<file path="src/rtl/vga_timing_gen.sv">
`default_nettype none
// ============================================================================
// Module   : vga_timing_gen
// Brief    : VGA raster timing generator. Divides clk down to a pixel-enable,
//            runs the horizontal/vertical counters, decodes the visible
//            window and sync windows, and registers blanked colour plus
//            sync so that all three leave the block with the same latency.
// Revision : 1.0 - initial release
// ============================================================================
module vga_timing_gen #(
    parameter int H_DISPLAY = 640,
    parameter int H_FRONT   = 16,
    parameter int H_SYNC    = 96,
    parameter int H_BACK    = 48,
    parameter int V_DISPLAY = 480,
    parameter int V_FRONT   = 10,
    parameter int V_SYNC    = 2,
    parameter int V_BACK    = 33,
    parameter int CLK_DIV   = 4
) (
    input  logic        clk,
    input  logic        reset,
    input  logic [11:0] rgb_in,
    output logic        p_tick,
    output logic [9:0]  pix_x,
    output logic [9:0]  pix_y,
    output logic        video_on,
    output logic        frame_tick,
    output logic        hsync,
    output logic        vsync,
    output logic [11:0] rgb_out
);

    localparam int c_H_TOTAL = H_DISPLAY + H_FRONT + H_SYNC + H_BACK;
    localparam int c_V_TOTAL = V_DISPLAY + V_FRONT + V_SYNC + V_BACK;
    localparam int c_DIV_W   = (CLK_DIV > 1) ? $clog2(CLK_DIV) : 1;

    localparam logic [c_DIV_W-1:0] c_DIV_LAST = c_DIV_W'(CLK_DIV - 1);
    localparam logic [9:0] c_H_LAST     = 10'(c_H_TOTAL - 1);
    localparam logic [9:0] c_V_LAST     = 10'(c_V_TOTAL - 1);
    localparam logic [9:0] c_H_VISIBLE  = 10'(H_DISPLAY);
    localparam logic [9:0] c_V_VISIBLE  = 10'(V_DISPLAY);
    localparam logic [9:0] c_HS_FIRST   = 10'(H_DISPLAY + H_FRONT);
    localparam logic [9:0] c_HS_LAST    = 10'(H_DISPLAY + H_FRONT + H_SYNC - 1);
    localparam logic [9:0] c_VS_FIRST   = 10'(V_DISPLAY + V_FRONT);
    localparam logic [9:0] c_VS_LAST    = 10'(V_DISPLAY + V_FRONT + V_SYNC - 1);
    // Frame tick sits one line into the vertical blanking interval.
    localparam logic [9:0] c_FRAME_LINE = 10'(V_DISPLAY + 1);

    logic [c_DIV_W-1:0] r_div;
    logic [9:0]         r_h_count;
    logic [9:0]         r_v_count;
    logic               r_hsync;
    logic               r_vsync;
    logic [11:0]        r_rgb;

    logic               w_p_tick;
    logic               w_video_on;
    logic               w_hsync_raw;
    logic               w_vsync_raw;
    logic               w_frame_tick;

    // Pixel-clock divider: free-running 0..CLK_DIV-1.
    always_ff @(posedge clk) begin
        if (reset) begin
            r_div <= '0;
        end else if (w_p_tick) begin
            r_div <= '0;
        end else begin
            r_div <= r_div + 1'b1;
        end
    end

    // Raster counters advance once per pixel; the vertical count steps on
    // horizontal wrap, so the (last,last) position rolls to (0,0) in one edge.
    always_ff @(posedge clk) begin
        if (reset) begin
            r_h_count <= '0;
            r_v_count <= '0;
        end else if (w_p_tick) begin
            if (r_h_count == c_H_LAST) begin
                r_h_count <= '0;
                if (r_v_count == c_V_LAST) begin
                    r_v_count <= '0;
                end else begin
                    r_v_count <= r_v_count + 10'd1;
                end
            end else begin
                r_h_count <= r_h_count + 10'd1;
            end
        end
    end

    // Decode of the current counter state (no dependence on rgb_in).
    always_comb begin
        w_p_tick     = 1'b0;
        w_video_on   = 1'b0;
        w_hsync_raw  = 1'b1;
        w_vsync_raw  = 1'b1;
        w_frame_tick = 1'b0;

        w_p_tick     = (r_div == c_DIV_LAST);
        w_video_on   = (r_h_count < c_H_VISIBLE) && (r_v_count < c_V_VISIBLE);
        w_hsync_raw  = !((r_h_count >= c_HS_FIRST) && (r_h_count <= c_HS_LAST));
        w_vsync_raw  = !((r_v_count >= c_VS_FIRST) && (r_v_count <= c_VS_LAST));
        w_frame_tick = w_p_tick && (r_h_count == 10'd0) && (r_v_count == c_FRAME_LINE);
    end

    // Pin stage: colour and syncs are loaded together on each pixel edge so
    // the DAC sees them with identical one-pixel latency.
    always_ff @(posedge clk) begin
        if (reset) begin
            r_hsync <= 1'b1;
            r_vsync <= 1'b1;
            r_rgb   <= 12'h000;
        end else if (w_p_tick) begin
            r_hsync <= w_hsync_raw;
            r_vsync <= w_vsync_raw;
            r_rgb   <= w_video_on ? rgb_in : 12'h000;
        end
    end

    assign p_tick     = w_p_tick;
    assign pix_x      = r_h_count;
    assign pix_y      = r_v_count;
    assign video_on   = w_video_on;
    assign frame_tick = w_frame_tick;
    assign hsync      = r_hsync;
    assign vsync      = r_vsync;
    assign rgb_out    = r_rgb;

endmodule
`default_nettype wire

</file>
<file path="config.mk">
export PLATFORM = sky130hd
export DESIGN_NAME = vga_timing_gen
export DESIGN_NICKNAME = d
export VERILOG_FILES = /design/src/rtl/vga_timing_gen.sv
export SDC_FILE = /design/constraint.sdc
export NUM_CORES = 1
export LEC_CHECK = 0
export BUFFER_PORTS_ARGS = -buffer_cell sky130_fd_sc_hd__clkbuf_2
export CAP_MARGIN = 20
export CELL_PAD_IN_SITES_DETAIL_PLACEMENT = 0
export CELL_PAD_IN_SITES_GLOBAL_PLACEMENT = 1
export CORE_MARGIN = 4
export CORE_UTILIZATION = 40
export CTS_CLUSTER_DIAMETER = 120
export CTS_CLUSTER_SIZE = 28
export DETAILED_ROUTE_END_ITERATION = 7
export HOLD_SLACK_MARGIN = 0.03
export PLACE_DENSITY = 0.8
export REMOVE_ABC_BUFFERS = 1
export SLEW_MARGIN = 20
export SYNTH_ARGS = -nofsm -noshare
export SYNTH_HDL_FRONTEND = slang
export SYNTH_SLANG_ARGS = --single-unit
</file>
<file path="constraint.sdc">
create_clock -name clk -period 4.64 [get_ports clk]
set_input_delay 0.696 -clock clk [delete_from_list [all_inputs] [get_ports clk]]
set_output_delay 0.696 -clock clk [all_outputs]
set_load 0.02 [all_outputs]
</file>
# Word-level counts from Yosys, hierarchy flattened
# Cells that the tools add are included.
# totals
reg_bits,36
inputBits,14
wordCells,32
# op_classes
addsub,3
magnitude_cmp,6
eq_ne,4
muxes,3
n_reduce_logical,10
# op_table
cell,n
10-bit by 1-bit adder with 10-bit output (second input constant),2
10-bit equality test (second input constant),2
10-bit 2-to-1 mux,2
12-bit 2-to-1 mux,1
10-bit by 9-bit equality test with 1-bit output (second input constant),1
10-bit >= comparator (second input constant),1
10-bit by 9-bit >= comparator with 1-bit output (second input constant),1
10-bit <= comparator (second input constant),1
10-bit by 9-bit <= comparator with 1-bit output (second input constant),1
10-bit zero test,1
10-bit < comparator (second input constant),1
10-bit by 9-bit < comparator with 1-bit output (second input constant),1
1-bit logical AND,5
2-bit by 1-bit adder with 2-bit output (second input constant),1
2-bit equality test (second input constant),1
1-bit zero test,2
2-bit AND reduction,1
2-bit OR reduction,1

# Longest topological paths before layout
# Gate-level depths: netlist of run 1.
# logic_depth
word_depth,3
ltp_mapped,6

# Worst setup path before layout of run 1
# Ideal clock, no wire load.
# synth_timing
path_kind,flip-flop to output port
start,register r_v_count[5] (netlist: pix_y[5])
end,output port frame_tick
arrival_time_ps,1496
t_required_ps,3944
slack_ps,2448
path_stages_with_launch,5
path_cell_list,dfxtp_1 -> buf_2 -> nand4_1 -> or4_1 -> nor2_1
# synth_between
elab_chain_len,2
# synth_lines
item,line,source
start: declaration,52,logic [9:0] r_v_count;
start signal: assignment,86,r_v_count <= r_v_count + 10'd1;
10-bit by 9-bit equality test with 1-bit output,106,w_frame_tick = w_p_tick && (r_h_count == 10'd0) && (r_v_count == c_FRAME_LINE);
1-bit logical AND,106,
end: declaration,28,"output logic frame_tick,"
# No other way between the ends.

# Worst setup path in the final report of run 1
# layout_timing
start,register r_div[0]
end,output port frame_tick
# layout_between
elab_chain_len,3
# layout_lines
item,line,source
start: declaration,50,logic [c_DIV_W-1:0] r_div;
start signal: assignment,70,r_div <= r_div + 1'b1;
2-bit equality test,102,w_p_tick = (r_div == c_DIV_LAST);
1-bit logical AND (2 in a row),106,
# No other way between the ends.

==> results.cfg, run 1 <==
[power]
peakVddDrop_mv = 0.175
pwr_density_cell_mw_per_mm2 = 311
leakagePower_nw = 0.831
p_total_mw = 0.632

[drt]
antenna_left = 0
drt_iter0_drc = 67
avgRoutedWirePerCell_um = 13.9
drtPass1Iterations = 4
dr_wl_met3_um = 237
top_layer_used = met4
vias = 1417
met2_wirelength_um = 1640
vias_per_cell = 5.21
met1_length_um = 1840
routed_wl_um = 3790
drc = 0

[clocking]
numCtsBuffers = 5
numClockSinks = 36
cts_tree = built
root_buffer = clkbuf_8
clockBufferDepth = 2
clk_pin_slew_ns = 0.08
clk_latency_ns = 0.29
hold_buffers = 0
cts_max_level = 2
cts_resized = 0
cts_setup_buffers = 0

[floorplanning]
boundaryPins = 51
die_y_um = 72.1
num_rows = 23
core_area_sq_mm = 0.00397
die_x_um = 72.1
start_util_pct = 41.3
die_area_sq_mm = 0.00519

[timing]
rsz0062_at_grt = false
hold_viol_final = 0
min_period_over_period_pct = 54.1
fin_ws_ns = 2.13
fmax_mhz = 398
finClkSkew_ns = 0.00699
min_period_ns = 2.51
finalHoldWorstSlack_ns = 0.439
setup_tns_ns = 0
tightest_slew_ns = 0.836
setup-violations-final = 0
slew_headroom_pct = 44.1
drv_slew = 0

[job]
cap_viol_max_count = 0

[finish]
stdcell_area_sq_mm = 0.00203
multi_input_area_sq_um = 866
final_cell_count_no_fill = 272
finish.utilization_pct = 51.1
antenna_cells = 0
layout-drive-gt1-share_pct = 27.5
area_growth_pct = 23.6
nets = 241
fill_cells = 387
seqCellArea_sq_um = 721

[placement]
placedCellCount = 264
gp_congestion = 0.787
pre_cts_slack_ns = 2.47
dp_hpwl_um = 2710
dpl_cell_area_sq_mm = 0.00192
portBuffers = 50

[global_route]
grt_pass1_wl_um = 6390
grt_use_total_pct = 15.5
grt_pass1_vias = 1355
grt-ovfl-total = 0
antenna_found_initial = 0
grt_max_degree = 23

[critical_path]
cp_max_fo = 16
r2r_end = pix_y[8]
path_class = flop to primary output
worstSetupStartpointType = flop
cp.required_ns = 3.94
endpoint_kind = primary output
cp.arrival_ns = 1.81
rrSetupSlack_ns = 2.49
r2r_cells = 5
reg2reg_from = r_div[0]

[synthesis]
synth_ff_type = dfxtp_1
synth.area.top_cells = dfxtp_1 44%, a22o_1 6.4%, ha_1 4.6%
ys_types = 37
yosys.area.top_type = dfxtp_1
ys_seq_area_share_pct = 43.9
synthTopCellsByCount = 36 x dfxtp_1, 14 x nor2_1, 12 x a22o_1, 11 x nand3_1, 10 x nor3_1
netlist_instances = 172
synth_edf_count = 0
synth-seq-cells = 36
synth.cell_area_sq_mm = 0.00164
yosysMostFrequentCell = dfxtp_1
avgSynthCellArea_sq_um = 9.54
synth_top_area_share_pct = 43.9
synth_warnings = 0
ys_async_sr_fraction_pct = 0

[status]
status = finished clean

[min_path]
worstHoldStart = r_div[0]
hold_depth = 1
whs_endpoint = r_div[0]
hold_path.class = flop to flop
## layout by cell type, fill, tap and decap left out
master / instances
nand4_1: 7
xor2_1: 8
nand4b_1: 2
o21bai_1: 1
and4_1: 2
xnor2_1: 4
and3b_1: 1
or2_1: 1
and3_1: 3
nor4_4: 1
and2_1: 2
nor3_2: 1
o31ai_1: 2
nand2_1: 6
nand3_1: 11
nor4b_1: 1
nand3_4: 1
dfxtp_1: 36
nor2_1: 14
bufinv_16: 1
ha_1: 6
nand4bb_1: 2
o211a_1: 1
mux2i_1: 3
a21oi_1: 8
nor3_1: 10
nand3b_1: 1
inv_1: 5
nand2b_1: 2
or4_1: 3
o22ai_1: 1
clkinvlp_4: 1
a22o_1: 12
clkbuf_8: 5
and4b_1: 2
nor4_1: 3
clkbuf_2: 50
o21ai_0: 1
clkinv_2: 1
## final cells by class
cell class,count,area share (%)
clock buffer,5,3.39
clock inverter,3,2.10
inverter,5,0.925
multi-input combinational,123,42.7
sequential,36,35.5
tap,50,3.08
timing repair buffer,50,12.3
## layer usage
layer | vias up | track usage, %
met4 | 0 | 5.64
met5 | - | 0
met1 | 629 | 20.8
met2 | 53 | 23.6
met3 | 6 | 4.43
li1 | 729 | -
## power by group
group          switching [mW]  total [mW]  internal, mW
clock network           0.116       0.275         0.159
logic                  0.0222      0.0367        0.0145
registers             0.00415       0.320         0.316
total                   0.142       0.632         0.489
## worst max path at each step
stage / cells after the start / to / start
floorplan: 5 / frame_tick / r_div[0]
global placement: 6 / frame_tick / r_div[0]
detailed placement: 6 / frame_tick / r_div[0]
CTS: 6 / frame_tick / r_div[0]
global route: 6 / frame_tick / r_div[0]
finish: 6 / frame_tick / r_div[0]
## cells by family after synthesis
group           synth area share [%]
compound gates                  11.5
xor+xnor                        6.40
fa+ha+maj                       4.57
buf+inv                         3.35
flops                           43.9
mux                             1.83
simple gates                    28.4
## critical path: stages, from the launching register on
cell and delay (ns):
dfxtp_1 0.34, ha_1 0.46, nand4bb_1 0.15, nor3_1 0.15, nand4_1 0.10, nor2_1 0.12
clkbuf_2 0.19
## flip-flops by register name, indices dropped and copies added, names as in the netlist
name and count:
vsync 1, hsync 1, r_div 2, rgb_out 12
pix_y 10, pix_x 10
No activity file was read; power rests on OpenSTA's default activity.
==> run 2, diff against run 1 <==
--- a/config.mk
+++ b/config.mk
@@ -5,17 +5,18 @@
 export SDC_FILE = /design/constraint.sdc
 export NUM_CORES = 1
 export LEC_CHECK = 0
+export ABC_AREA = 1
 export BUFFER_PORTS_ARGS = -buffer_cell sky130_fd_sc_hd__clkbuf_2
 export CAP_MARGIN = 20
 export CELL_PAD_IN_SITES_DETAIL_PLACEMENT = 0
 export CELL_PAD_IN_SITES_GLOBAL_PLACEMENT = 1
 export CORE_MARGIN = 4
-export CORE_UTILIZATION = 40
+export CORE_UTILIZATION = 36
 export CTS_CLUSTER_DIAMETER = 120
 export CTS_CLUSTER_SIZE = 28
 export DETAILED_ROUTE_END_ITERATION = 7
 export HOLD_SLACK_MARGIN = 0.03
-export PLACE_DENSITY = 0.8
+export PLACE_DENSITY = 0.76
 export REMOVE_ABC_BUFFERS = 1
 export SLEW_MARGIN = 20
 export SYNTH_ARGS = -nofsm -noshare
==> constraint.sdc (replaced) <==
create_clock -name clk -period 2.48 [get_ports clk]
set_input_delay 0.372 -clock clk [delete_from_list [all_inputs] [get_ports clk]]
set_output_delay 0.372 -clock clk [all_outputs]
set_load 0.02 [all_outputs]
==> run 2 against run 1 <==
Routed wire length is 26% higher; register-to-register slack worse by 1.6 ns; clock-buffer cell count is 1 higher; total power is 76% higher; worst hold slack worse by 0.14 ns; largest power group unchanged; sequential power is 87% higher; first-iteration DRC count is 70% higher; synthesized cell count is 51% higher; die area is 19% higher; worst setup slack worse by 1.6 ns; critical path depth stayed put; global-route usage is 0.73 points higher.
==> results.cfg, run 2 <==
[status]
status = finished clean

[timing]
tightest_slew_ns = 0.365
hold_viol_final = 0
finClkSkew_ns = 0.00798
fmax_mhz = 504
drv_slew = 0
setup_tns_ns = 0
slew_headroom_pct = 75.6
min_period_ns = 1.99
setup-violations-final = 0
finalHoldWorstSlack_ns = 0.294
min_period_over_period_pct = 80.0
rsz0062_at_grt = false

[global_route]
grt_use_total_pct = 16.2
grt_max_degree = 20
grt_pass1_vias = 1730
grt_pass1_wl_um = 8010
antenna_found_initial = 0
grt-ovfl-total = 0

[drt]
vias_per_cell = 4.77
drc = 0
routed_wl_um = 4770
drtPass1Iterations = 4
avgRoutedWirePerCell_um = 12.5
antenna_left = 0
drt_iter0_drc = 114
vias = 1819

[critical_path]
cp.arrival_ns = 1.61
worstSetupStartpointType = flop
cp_max_fo = 5
endpoint_kind = primary output
path_class = flop to primary output
cp.required_ns = 2.11

[synthesis]
netlist_instances = 259
synth_edf_count = 0
synth.cell_area_sq_mm = 0.00180
avgSynthCellArea_sq_um = 6.95
synth_warnings = 0
synth-seq-cells = 36
yosysMostFrequentCell = nand2_1
yosys.area_share.simple_pct = 42.6
synth_top_family_by_area = simple AND/OR/NAND/NOR gates
synth_top_area_share_pct = 40.0
ys_seq_area_share_pct = 40.0
ys_types = 25
synthXorXnorAreaFrac_pct = 0.486
ys_async_sr_fraction_pct = 0
synth_fa_ha_area_share_pct = 4.17
yosys.area.top_type = dfxtp_1
synth.area.top_cells = dfxtp_1 40%, nand3_1 12%, nand2_1 11%
synthMuxAreaShare_pct = 0
synthTopCellsByCount = 53 x nand2_1, 46 x nor2_1, 44 x nand3_1, 36 x dfxtp_1, 25 x inv_1
synth_compound_area_share_pct = 5.42
synth_ff_type = dfxtp_1

[floorplanning]
die_x_um = 78.7
die_y_um = 78.7
die_area_sq_mm = 0.00620
boundaryPins = 51
start_util_pct = 37.6
core_area_sq_mm = 0.00479
num_rows = 25

[finish]
final_cell_mix = 53 x nand2_1, 50 x clkbuf_2, 46 x nor2_1, 44 x nand3_1, 36 x dfxtp_1
final_common_cell = nand2_1
area_growth_pct = 23.1
largest_reg_flops = 12
layout-drive-gt1-share_pct = 23.6
nets = 333
antenna_cells = 0

[clocking]
root_buffer = clkbuf_8
clk_latency_ns = 0.29
numClockSinks = 36
numCtsBuffers = 5
clk_pin_slew_ns = 0.08
cts_tree = built
cts_resized = 0
cts_max_level = 2
clockBufferDepth = 2
hold_buffers = 0
cts_setup_buffers = 0

[placement]
dp_hpwl_um = 3490
gp_congestion = 0.846
portBuffers = 50

[power]
leakagePower_nw = 1.02
peakVddDrop_mv = 0.284
pwr_density_cell_mw_per_mm2 = 503

[min_path]
hold_path.class = primary input to flop

[job]
cap_viol_max_count = 0
[run 2: cell types whose count changed in the layout (fill, tap and decap cells not counted), sizes merged, moves of 4 or more]
cell	before	now
o21ai	1	8
xor2	8	1
nor2	14	49
nand2	6	57
inv	5	26
xnor2	4	0
nor4	4	0
nand3	12	45
a22o	12	0
[run 2: path summary, 6_finish.rpt]
| path | from | end | slack [ns] | cells after the start |
|---|---|---|---|---|
| worst min-delay path | rgb_in[8] | rgb_out[8] | 0.29 | 3 |
| worst min register to register | r_div[0] | r_div[0] | 0.42 | 1 |
| worst max register to register | r_div[0] | pix_y[9] | 0.89 | 8 |
| worst max-delay path | r_div[0] | frame_tick | 0.49 | 6 |
[run 2: worst max-delay path: stages (launching register included)]
cell	delay [ns]
dfxtp_1	0.33
ha_1	0.25
inv_1	0.09
nor3_1	0.16
nand4_1	0.09
nor3_1	0.19
clkbuf_2	0.21
[run 2: where the power goes]
part           switching [mW]  leakage, nW  internal (mW)
Clock                   0.211       0.0510          0.222
Combinational          0.0546        0.678         0.0294
Sequential            0.00693        0.291          0.591
Total                   0.272         1.02          0.842
[run 2: cell families after synthesis]
family          after synthesis
buf+inv                      32
flops                        36
fa+ha+maj                     6
compound gates               16
xor+xnor                      1
simple gates                168
[run 2: metrics by stage]
stage	util [%]	std cells	setup slack (ns)	area (sq um)	power (mW)
6_report	46.3	381	0.495	2220	1.11
5_1_grt	46.3	381	0.277	2220	1.16
4_1_cts	46.3	381	0.505	2220	1.14
3_5_place_dp	44.4	373	0.822	2120	0.697
3_3_place_gp	44.4	373	0.845	2120	0.696
2_1_floorplan	-	253	0.440	1770	0.659
[run 2: layout make-up]
class	instances	area [sq um]
timing repair buffer	53	273
inverter	26	97.6
multi-input combinational	191	948
sequential	36	721
clock inverter	2	10.0
tap	67	83.8
fill	512	2570
clock buffer	6	82.6
[run 2: layer usage]
metal / track usage [%] / part of all wire (%)
met4: 5.94 / 1.7
met2: 24.1 / 43
met5: 0 / 0
met1: 22.3 / 49
met3: 4.42 / 6.6
==> run 3, diff against run 2 <==
==> constraint.sdc (replaced) <==
create_clock -name clk -period 1.9 [get_ports clk]
set_input_delay 0.285 -clock clk [delete_from_list [all_inputs] [get_ports clk]]
set_output_delay 0.285 -clock clk [all_outputs]
set_load 0.02 [all_outputs]
==> run 3 against run 2 <==
Register-to-register slack got worse by 0.58 ns; die area unchanged; combinational power increased by 35%; first-iteration DRC count decreased by 23%; global-route usage increased by 0.11 points; worst hold slack got worse by 0.087 ns; sequential power increased by 31%; critical path type unchanged; sequential share of layout area decreased by 0.087 points; critical path depth decreased by 2; clock power increased by 21%; clock skew about the same.
==> results.cfg, run 3 (synthesized netlist as in run 2, its figures left out) <==
[finish]
stdcell_area_sq_mm = 0.00223
final_cell_mix = 53 x nand2_1, 49 x clkbuf_2, 46 x nor2_1, 44 x nand3_1, 33 x dfxtp_1
nets = 334
layout-drive-gt1-share_pct = 25.2
area_growth_pct = 24.0
final_common_cell = nand2_1
largest_reg_flops = 12
antenna_cells = 0

[clocking]
clockBufferDepth = 2
numClockSinks = 36
clk_latency_ns = 0.29
cts_max_level = 2
cts_tree = built
root_buffer = clkbuf_8
hold_buffers = 0
clk_pin_slew_ns = 0.08
numCtsBuffers = 5

[timing]
fin_ws_ns = 0.153
finClkSkew_ns = 0.00761
min_period_over_period_pct = 91.9
hold_viol_final = 0
tightest_slew_ns = 0.363
rsz0062_at_grt = false
drv_slew = 0
setup-violations-final = 0
slew_headroom_pct = 75.8
fmax_mhz = 572
min_period_ns = 1.75

[floorplanning]
die_x_um = 78.7
boundaryPins = 51
core_area_sq_mm = 0.00479
die_y_um = 78.7
start_util_pct = 37.6
die_area_sq_mm = 0.00620
num_rows = 25

[placement]
dp_hpwl_um = 3580
dpl_cell_area_sq_mm = 0.00213
portBuffers = 50
pre_cts_slack_ns = 0.226
gp_congestion = 0.883

[critical_path]
endpoint_kind = primary output
cp_max_fo = 6
r2r_cells = 8
cp.required_ns = 1.62
cp.arrival_ns = 1.46
rrSetupSlack_ns = 0.31
path_class = flop to primary output
worstSetupStartpointType = flop
reg2reg_from = pix_x[0]
cp-startpoint = pix_y[7]

[power]
peakVddDrop_mv = 0.401
pwr_density_cell_mw_per_mm2 = 636
leakagePower_nw = 1.02

[drt]
drtPass1Iterations = 4
avgRoutedWirePerCell_um = 12.6
drt_iter0_drc = 88
vias_per_cell = 4.75
antenna_left = 0
drc = 0
routed_wl_um = 4790
vias = 1811

[job]
cap_viol_max_count = 0

[min_path]
worstHoldStart = rgb_in[2]
hold_depth = 3
hold_path.class = primary input to flop

[global_route]
grt_pass1_vias = 1712
antenna_found_initial = 0
grt-ovfl-total = 0
grt_max_degree = 20
grt_use_total_pct = 16.3
grt_pass1_wl_um = 7970

[status]
status = finished clean
## run 3: worst paths after layout
| check | to |
|---|---|
| setup / recovery | video_on |
| hold / removal | rgb_out[2] |
| hold reg to reg | r_div[0] |
| setup reg to reg | pix_y[9] |
## run 3: routing by layer
layer	track usage [%]	routed length (um)	vias up	share of wire, %
met5	0	0	-	0
met4	6.82	99	0	2.1
met3	5.10	379	10	7.9
met2	24.9	2070	63	43
met1	21.2	2250	794	47
li1	-	-	944	-
## run 3: critical path, cell delays in order (launching register included)
cell      delay, ns
dfxtp_1        0.43
nand2_1        0.16
nor2_1         0.26
nor2_1         0.14
clkbuf_2       0.18
## run 3: layout make-up
cell class | count | area (sq um)
inverters | 26 | 97.6
clock buffers | 5 | 68.8
well taps | 67 | 83.8
repair buffers | 54 | 280
multi-input cells | 191 | 966
fillers | 534 | 2550
flip-flops and latches | 36 | 724
clock inverters | 2 | 12.5
## run 3: what timing repair did
action                                 in CTS  in global routing
resized for setup                           0                  7
setup endpoints to repair                   0                  2
endpoints found under the hold margin       0                  0
setup buffers                               0                  0
## run 3: stage by stage
step           util (%)  std cells  hold slack (ns)  total power [mW]  setup TNS (ns)
2_1_floorplan         -        253            0.357             0.861         -0.0527
3_5_place_dp       44.5        374            0.413             0.908               0
3_3_place_gp       44.5        374            0.405             0.908               0
5_1_grt            46.7        381            0.201              1.49               0
4_1_cts            46.2        381            0.198              1.44               0
6_report           46.7        381            0.207              1.42               0
## run 3: power breakdown
part           internal, mW  switching (mW)  total [mW]
Sequential            0.772          0.0113       0.783
Clock                 0.248           0.275       0.523
Combinational        0.0414          0.0712       0.113
